**src/rtl/mips_16_arb_pkg.sv**
```systemverilog
// Shared constants and grant encoding for the mips_16 data-memory port arbiter.
// The MEM stage uses the same data/address widths.
package mips_16_arb_pkg;

  localparam int unsigned DATA_W           = 16;
  localparam int unsigned ADDR_W           = 16;
  localparam int unsigned DEF_STARVE_LIMIT = 4;
  localparam int unsigned DEF_CNT_W        = 3;

  typedef enum logic [1:0] {
    GNT_NONE = 2'd0,
    GNT_PIPE = 2'd1,
    GNT_HOST = 2'd2
  } gnt_e;

endpackage

```
**src/rtl/dmem_port_arbiter_if.sv**
```systemverilog
// Bus bundle for the arbiter: pipeline MEM-stage side, host/debug side and the RAM port.
// The master modport is the surrounding system; the slave modport is the arbiter.
interface dmem_port_arbiter_if;

  logic                                  pipe_req;
  logic                                  pipe_we;
  logic [mips_16_arb_pkg::ADDR_W-1:0]    pipe_addr;
  logic [mips_16_arb_pkg::DATA_W-1:0]    pipe_wdata;
  logic [mips_16_arb_pkg::DATA_W-1:0]    pipe_rdata;
  logic                                  pipe_stall;

  logic                                  host_valid;
  logic                                  host_ready;
  logic                                  host_we;
  logic [mips_16_arb_pkg::ADDR_W-1:0]    host_addr;
  logic [mips_16_arb_pkg::DATA_W-1:0]    host_wdata;
  logic                                  host_rvalid;
  logic [mips_16_arb_pkg::DATA_W-1:0]    host_rdata;

  logic [mips_16_arb_pkg::ADDR_W-1:0]    mem_addr;
  logic [mips_16_arb_pkg::DATA_W-1:0]    mem_wdata;
  logic                                  mem_we;
  logic [mips_16_arb_pkg::DATA_W-1:0]    mem_rdata;

  modport master (
    output pipe_req, pipe_we, pipe_addr, pipe_wdata,
    input  pipe_rdata, pipe_stall,
    output host_valid, host_we, host_addr, host_wdata,
    input  host_ready, host_rvalid, host_rdata,
    input  mem_addr, mem_wdata, mem_we,
    output mem_rdata
  );

  modport slave (
    input  pipe_req, pipe_we, pipe_addr, pipe_wdata,
    output pipe_rdata, pipe_stall,
    input  host_valid, host_we, host_addr, host_wdata,
    output host_ready, host_rvalid, host_rdata,
    output mem_addr, mem_wdata, mem_we,
    input  mem_rdata
  );

endinterface

```
**src/rtl/arb_starve_cnt.sv**
```systemverilog
// Saturating starvation counter with synchronous clear; flags when the limit is reached.
module arb_starve_cnt #(
  parameter int unsigned CNT_W        = 3,
  parameter int unsigned STARVE_LIMIT = 4
) (
  input  logic clk,
  input  logic rst,
  input  logic i_inc,
  input  logic i_clr,
  output logic o_at_limit
);

  localparam logic [CNT_W-1:0] Limit = CNT_W'(STARVE_LIMIT);

  logic [CNT_W-1:0] r_cnt;

  always_ff @(posedge clk) begin
    if (rst) begin
      r_cnt <= '0;
    end else if (i_clr) begin
      r_cnt <= '0;
    end else if (i_inc && (r_cnt != Limit)) begin
      r_cnt <= r_cnt + CNT_W'(1);
    end
  end

  assign o_at_limit = (r_cnt == Limit);

endmodule

```
**src/rtl/dmem_port_arbiter.sv**
```systemverilog
// Arbitrates the single data-memory port between the pipeline MEM stage (priority, zero latency)
// and a host requester, with a starvation counter that forces a host grant after a bounded wait.
module dmem_port_arbiter
  import mips_16_arb_pkg::*;
#(
  parameter int unsigned STARVE_LIMIT = DEF_STARVE_LIMIT,
  parameter int unsigned CNT_W        = DEF_CNT_W
) (
  input  logic                 clk,
  input  logic                 rst,
  dmem_port_arbiter_if.slave   bus
);

  logic              w_at_limit;
  logic              w_gnt_host;
  logic              w_gnt_pipe;
  logic              w_host_rd;
  gnt_e              w_gnt;
  logic              r_host_rvalid;
  logic [DATA_W-1:0] r_host_rdata;

  // Host wins when the pipeline is idle or has been holding the host off long enough.
  assign w_gnt_host = !rst && bus.host_valid && (!bus.pipe_req || w_at_limit);
  assign w_gnt_pipe = !rst && bus.pipe_req && !w_gnt_host;
  assign w_host_rd  = w_gnt_host && !bus.host_we;

  arb_starve_cnt #(
    .CNT_W        (CNT_W),
    .STARVE_LIMIT (STARVE_LIMIT)
  ) u_starve_cnt (
    .clk        (clk),
    .rst        (rst),
    .i_inc      (bus.host_valid && bus.pipe_req && !w_gnt_host),
    .i_clr      (w_gnt_host || !bus.host_valid),
    .o_at_limit (w_at_limit)
  );

  always_comb begin
    w_gnt = GNT_NONE;
    if (w_gnt_host) begin
      w_gnt = GNT_HOST;
    end else if (w_gnt_pipe) begin
      w_gnt = GNT_PIPE;
    end
  end

  always_comb begin
    bus.mem_addr  = bus.pipe_addr;
    bus.mem_wdata = bus.pipe_wdata;
    bus.mem_we    = 1'b0;
    unique case (w_gnt)
      GNT_HOST: begin
        bus.mem_addr  = bus.host_addr;
        bus.mem_wdata = bus.host_wdata;
        bus.mem_we    = bus.host_we;
      end
      GNT_PIPE: bus.mem_we = bus.pipe_we;
      default:  ;
    endcase
  end

  always_ff @(posedge clk) begin
    if (rst) begin
      r_host_rvalid <= 1'b0;
      r_host_rdata  <= '0;
    end else begin
      r_host_rvalid <= w_host_rd;
      if (w_host_rd) begin
        r_host_rdata <= bus.mem_rdata;
      end
    end
  end

  assign bus.host_ready  = w_gnt_host;
  assign bus.pipe_stall  = bus.pipe_req && w_gnt_host;
  assign bus.pipe_rdata  = bus.mem_rdata;
  assign bus.host_rvalid = r_host_rvalid;
  assign bus.host_rdata  = r_host_rdata;

endmodule
```
**src/flat_wrapper.sv**
```systemverilog
// flat-port wrapper written by rule: the top's interface ports become plain ports
module dmem_port_arbiter_flat import mips_16_arb_pkg::*;
#(
  parameter int unsigned STARVE_LIMIT = DEF_STARVE_LIMIT,
  parameter int unsigned CNT_W        = DEF_CNT_W
)
  (clk, rst, bus_pipe_req, bus_pipe_we, bus_pipe_addr, bus_pipe_wdata, bus_pipe_rdata, bus_pipe_stall, bus_host_valid, bus_host_we, bus_host_addr, bus_host_wdata, bus_host_ready, bus_host_rvalid, bus_host_rdata, bus_mem_addr, bus_mem_wdata, bus_mem_we, bus_mem_rdata);
  dmem_port_arbiter_if bus_i ();
  input  logic clk;
  input  logic rst;
  input wire logic [$bits(bus_i.pipe_req)-1:0] bus_pipe_req;
  input wire logic [$bits(bus_i.pipe_we)-1:0] bus_pipe_we;
  input wire logic [$bits(bus_i.pipe_addr)-1:0] bus_pipe_addr;
  input wire logic [$bits(bus_i.pipe_wdata)-1:0] bus_pipe_wdata;
  output wire logic [$bits(bus_i.pipe_rdata)-1:0] bus_pipe_rdata;
  output wire logic [$bits(bus_i.pipe_stall)-1:0] bus_pipe_stall;
  input wire logic [$bits(bus_i.host_valid)-1:0] bus_host_valid;
  input wire logic [$bits(bus_i.host_we)-1:0] bus_host_we;
  input wire logic [$bits(bus_i.host_addr)-1:0] bus_host_addr;
  input wire logic [$bits(bus_i.host_wdata)-1:0] bus_host_wdata;
  output wire logic [$bits(bus_i.host_ready)-1:0] bus_host_ready;
  output wire logic [$bits(bus_i.host_rvalid)-1:0] bus_host_rvalid;
  output wire logic [$bits(bus_i.host_rdata)-1:0] bus_host_rdata;
  output wire logic [$bits(bus_i.mem_addr)-1:0] bus_mem_addr;
  output wire logic [$bits(bus_i.mem_wdata)-1:0] bus_mem_wdata;
  output wire logic [$bits(bus_i.mem_we)-1:0] bus_mem_we;
  input wire logic [$bits(bus_i.mem_rdata)-1:0] bus_mem_rdata;
  assign bus_i.pipe_req = bus_pipe_req;
  assign bus_i.pipe_we = bus_pipe_we;
  assign bus_i.pipe_addr = bus_pipe_addr;
  assign bus_i.pipe_wdata = bus_pipe_wdata;
  assign bus_pipe_rdata = bus_i.pipe_rdata;
  assign bus_pipe_stall = bus_i.pipe_stall;
  assign bus_i.host_valid = bus_host_valid;
  assign bus_i.host_we = bus_host_we;
  assign bus_i.host_addr = bus_host_addr;
  assign bus_i.host_wdata = bus_host_wdata;
  assign bus_host_ready = bus_i.host_ready;
  assign bus_host_rvalid = bus_i.host_rvalid;
  assign bus_host_rdata = bus_i.host_rdata;
  assign bus_mem_addr = bus_i.mem_addr;
  assign bus_mem_wdata = bus_i.mem_wdata;
  assign bus_mem_we = bus_i.mem_we;
  assign bus_i.mem_rdata = bus_mem_rdata;
  dmem_port_arbiter #(.STARVE_LIMIT(STARVE_LIMIT), .CNT_W(CNT_W)) u_core (.clk(clk), .rst(rst), .bus(bus_i));
endmodule
```
**config.mk**
```make
export PLATFORM = sky130hd
export DESIGN_NAME = dmem_port_arbiter_flat
export DESIGN_NICKNAME = d
export VERILOG_FILES = /design/src/rtl/mips_16_arb_pkg.sv /design/src/rtl/dmem_port_arbiter_if.sv /design/src/rtl/arb_starve_cnt.sv /design/src/rtl/dmem_port_arbiter.sv /design/src/flat_wrapper.sv
export SDC_FILE = /design/constraint.sdc
export NUM_CORES = 1
export LEC_CHECK = 0
export CAP_MARGIN = 20
export CORE_AREA = 2 2 80 82
export DETAILED_ROUTE_END_ITERATION = 12
export DIE_AREA = 0 0 82 84
export GPL_TIMING_DRIVEN = 0
export HOLD_SLACK_MARGIN = 0.06
export PLACE_DENSITY = 0.78
export SLEW_MARGIN = 20
export SYNTH_ARGS = -nofsm -noshare
export SYNTH_HDL_FRONTEND = slang
export SYNTH_SLANG_ARGS = --single-unit
export TNS_END_PERCENT = 30
```
**constraint.sdc**
```tcl
create_clock -name clk -period 1.96 [get_ports clk]
set_clock_uncertainty 0.15 [all_clocks]
set_input_delay 0.392 -clock clk [delete_from_list [all_inputs] [get_ports clk]]
set_output_delay 0.392 -clock clk [all_outputs]
set_load 0.005 [all_outputs]
```
==> impl_metrics.csv <==
group,metric,value,unit
worst_setup_path,critPathMaxFanout,5,
worst_setup_path,cp_common_cell,"buf_12",
placement,place.gp.congestion,0.709,
timing,layout_worst_path_cycle_share,121,%
yosys,synth_common_cells,"mux2_4, dfxtp_1, buf_4, nand2b_1, nand3_1",
yosys,synthCells,146,
worst_hold_path,min_path_type,"reg -> reg",
final_layout,diodes,0,
outcome,outcome,"finished, violations left",
worst_hold_path,min_from,"u_core.bus.host_rdata[5]$_SDFFE_PP0P_",
final_layout,fin_cells,392,
clocking,cts_max_path_buffers,2,
global_routing,grt-ovfl-total,0,
yosys,ys_seq_area_share,25.5,%
yosys,synth_area_per_cell,10.8,sq um
worst_setup_path,path_class,"reg -> out",
clocking,path_clk_slew,0.07,ns
die,initial_core_util,25.8,%
die,die_w,82,um
global_routing,grt_pass1_vias,1680,
clocking,cts_tree,"done",
die,die_y,84,um
worst_setup_path,cpPeakStageDelay,0.34,ns
clocking,ctsHoldBuffers,0,
power_and_ir_drop,p_leak,1.45,nW
timing,slew_violations,0,
placement,io_buffers,152,
global_routing,antenna_found_initial,0,
yosys,synth-edff-count,0,
drt,drc_errors,0,
yosys,ys_ff_latch,20,
drt,wl_per_cell,14.6,um
final_layout,final_util,55.6,%
clocking,htree_levels,1,
timing,fin_crit,2.36,ns
placement,pre_cts_slack,-0.958,ns
yosys,yosysTopAreaCell,"mux2_4",
worst_setup_path,reg2reg_from,"u_core.u_starve_cnt.r_cnt[1]$_SDFFE_PP0P_",
worst_setup_path,critical_path_required,1.42,ns
timing,tightest_slew,0.441,ns
global_routing,grt_max_degree,19,
drt,dr_total_vias,1673,
clocking,clock_latency,0.26,ns
final_layout,fin_nets,404,
clocking,numCtsBuffers,3,
yosys,ys_warn_count,0,
placement,dp.cells,375,
timing,fmax,0.423,GHz
final_layout,syn_to_final_growth,116,%
drt,vias_per_cell,4.27,
drt,drt-initial-drc-count,25,
yosys,ys_top_cells_by_area,"mux2_4, dfxtp_1, buf_4",
drt,wl,5710,um
yosys,post-synth-top-area-fraction,27.7,%
clocking,cts_sinks,20,
yosys,async_flop_share,0,%
global_routing,track_usage,15.2,%
worst_setup_path,path_buf_inv,5,
yosys,ys_types,27,
timing,fin_ws,-0.405,ns
power_and_ir_drop,power_density,384,nW/um^2
global_routing,grt_first_pass_wirelength,8140,um
placement,dp_hpwl,4400,um
outcome,failed_checks,"negative setup slack",
yosys,synth_most_common_cell,"mux2_4",
timing,relSlewSlack,70.6,%
final_layout,design_area,3390,sq um
worst_setup_path,worstPathCellList,"inv_2 -> ha_4 -> a21bo_4 -> nand2_8 -> inv_12 -> buf_12 -> buf_12 -> mux2_4 -> buf_6",
worst_setup_path,crit_arrival,1.82,ns
clocking,root_buffer,"clkbuf_8",
drt,drtAntennaViolNets,0,
yosys,syn-cell-area,1570,sq um
drt,dr.pass1.iters,4,
yosys,syn_nets,234,
die,rows,29,
timing,rsz0062_at_grt,"yes",
final_layout,layout-drive-gt1-share,44.1,%
timing,setup_viol,34,
placement,place_area,3190,sq um
yosys,ys.flop_type,"dfxtp_1",
die,ioPinCount,154,
die,dieArea,6890,sq um
worst_setup_path,end_kind,"primary output",
power_and_ir_drop,vdd_drop_max,427,uV
flow_run,maxCapViolCount,0,
worst_setup_path,crit_start,"u_core.u_starve_cnt.r_cnt[0]$_SDFFE_PP0P_",
die,core-area,6100,sq um
worst_setup_path,critical_path.top_delay_family,"buffers and inverters",
timing,timing.hold.ws,0.325,ns
timing,final_hold_viol_count,0,
worst_setup_path,critPathLaunchType,"flop",
worst_setup_path,slowest_stage,"dfxtp_2",
layer usage:
layer	routed length [um]	share of wire (%)	GRT usage [%]
met5	0	0	0
met4	19	0.33	1.82
met3	686	12	5.74
met2	3040	53	29.4
met1	1960	34	15.2
layout by cell type (no fill, tap or decap), drive strengths merged, types with 2 or more instances in the layout:
cell type       n
buf            76
and3            3
ha              2
mux2           32
dfxtp          20
clkbuf         13
nand2           2
o21ai          16
nand3          16
nor2            2
inv             3
dlygate4sd2     7
nand2b         16
clkdlybuf4s50  99
worst paths after layout:
path / to / slack, ns / cells after the start
setup / recovery: bus_mem_addr[9] / -0.40 / 9
hold reg to reg: u_core.bus.host_rdata[5]$_SDFFE_PP0P_ / 0.33 / 2
setup reg to reg: u_core.bus.host_rdata[0]$_SDFFE_PP0P_ / 0.29 / 7
hold / removal: u_core.bus.host_rdata[5]$_SDFFE_PP0P_ / 0.33 / 2
worst min-delay path: cells and delay by family, from the launching register on:
| family | cells | cell delay, ns |
|---|---|---|
| compound gates | 1 | 0.06 |
| simple gates | 1 | 0.06 |
| flops | 1 | 0.31 |
state kept, by name, indices dropped and copies added, names as in the netlist:
register	count
u_core.bus.host_rdata	16
u_core.bus.host_rvalid	1
u_core.u_starve_cnt.r_cnt	3
where the power goes:
part	switching, W	leakage [nW]	total (W)	internal, W
logic	0.000155	1.26	0.000558	0.000402
registers	0.00000691	0.163	0.000427	0.000420
clock network	0.000137	0.0288	0.000316	0.000179
through the flow:
step                      setup TNS, ns  total power (W)
final                            -11.51          0.00130
after global routing             -13.76          0.00138
after CTS                        -14.12          0.00131
after detailed placement         -32.77         0.000973
after global placement           -32.20         0.000967
after floorplan                       0         0.000624
cells by family (layout without fill, tap and decap cells):
family / Yosys count / count (layout) / synth area share, %
mux: 33 / 33 / 30.5
flops: 20 / 20 / 25.5
compound gates: 19 / 19 / 8.45
simple gates: 43 / 43 / 17.8
fa+ha+maj: 2 / 2 / 1.59
buf+inv: 29 / 198 / 16.2
timing repair:
| action | CTS | global route |
|---|---|---|
| endpoints found under the setup margin | 51 | 35 |
| gates resized for setup | 173 | 15 |
| cloned | 2 | 0 |
| pin swaps | 2 | 1 |
| buffers inserted | 12 | 1 |
layout make-up:
cell class,count,area (sq um)
Fill cell,529,2710
Timing Repair Buffer,167,1650
Multi-Input combinational cell,97,938
Sequential cell,20,403
Buffer,24,224
Tap cell,77,96.3
Clock buffer,4,55.1
Inverter,3,23.8
Power figures use the tool's default switching activity.
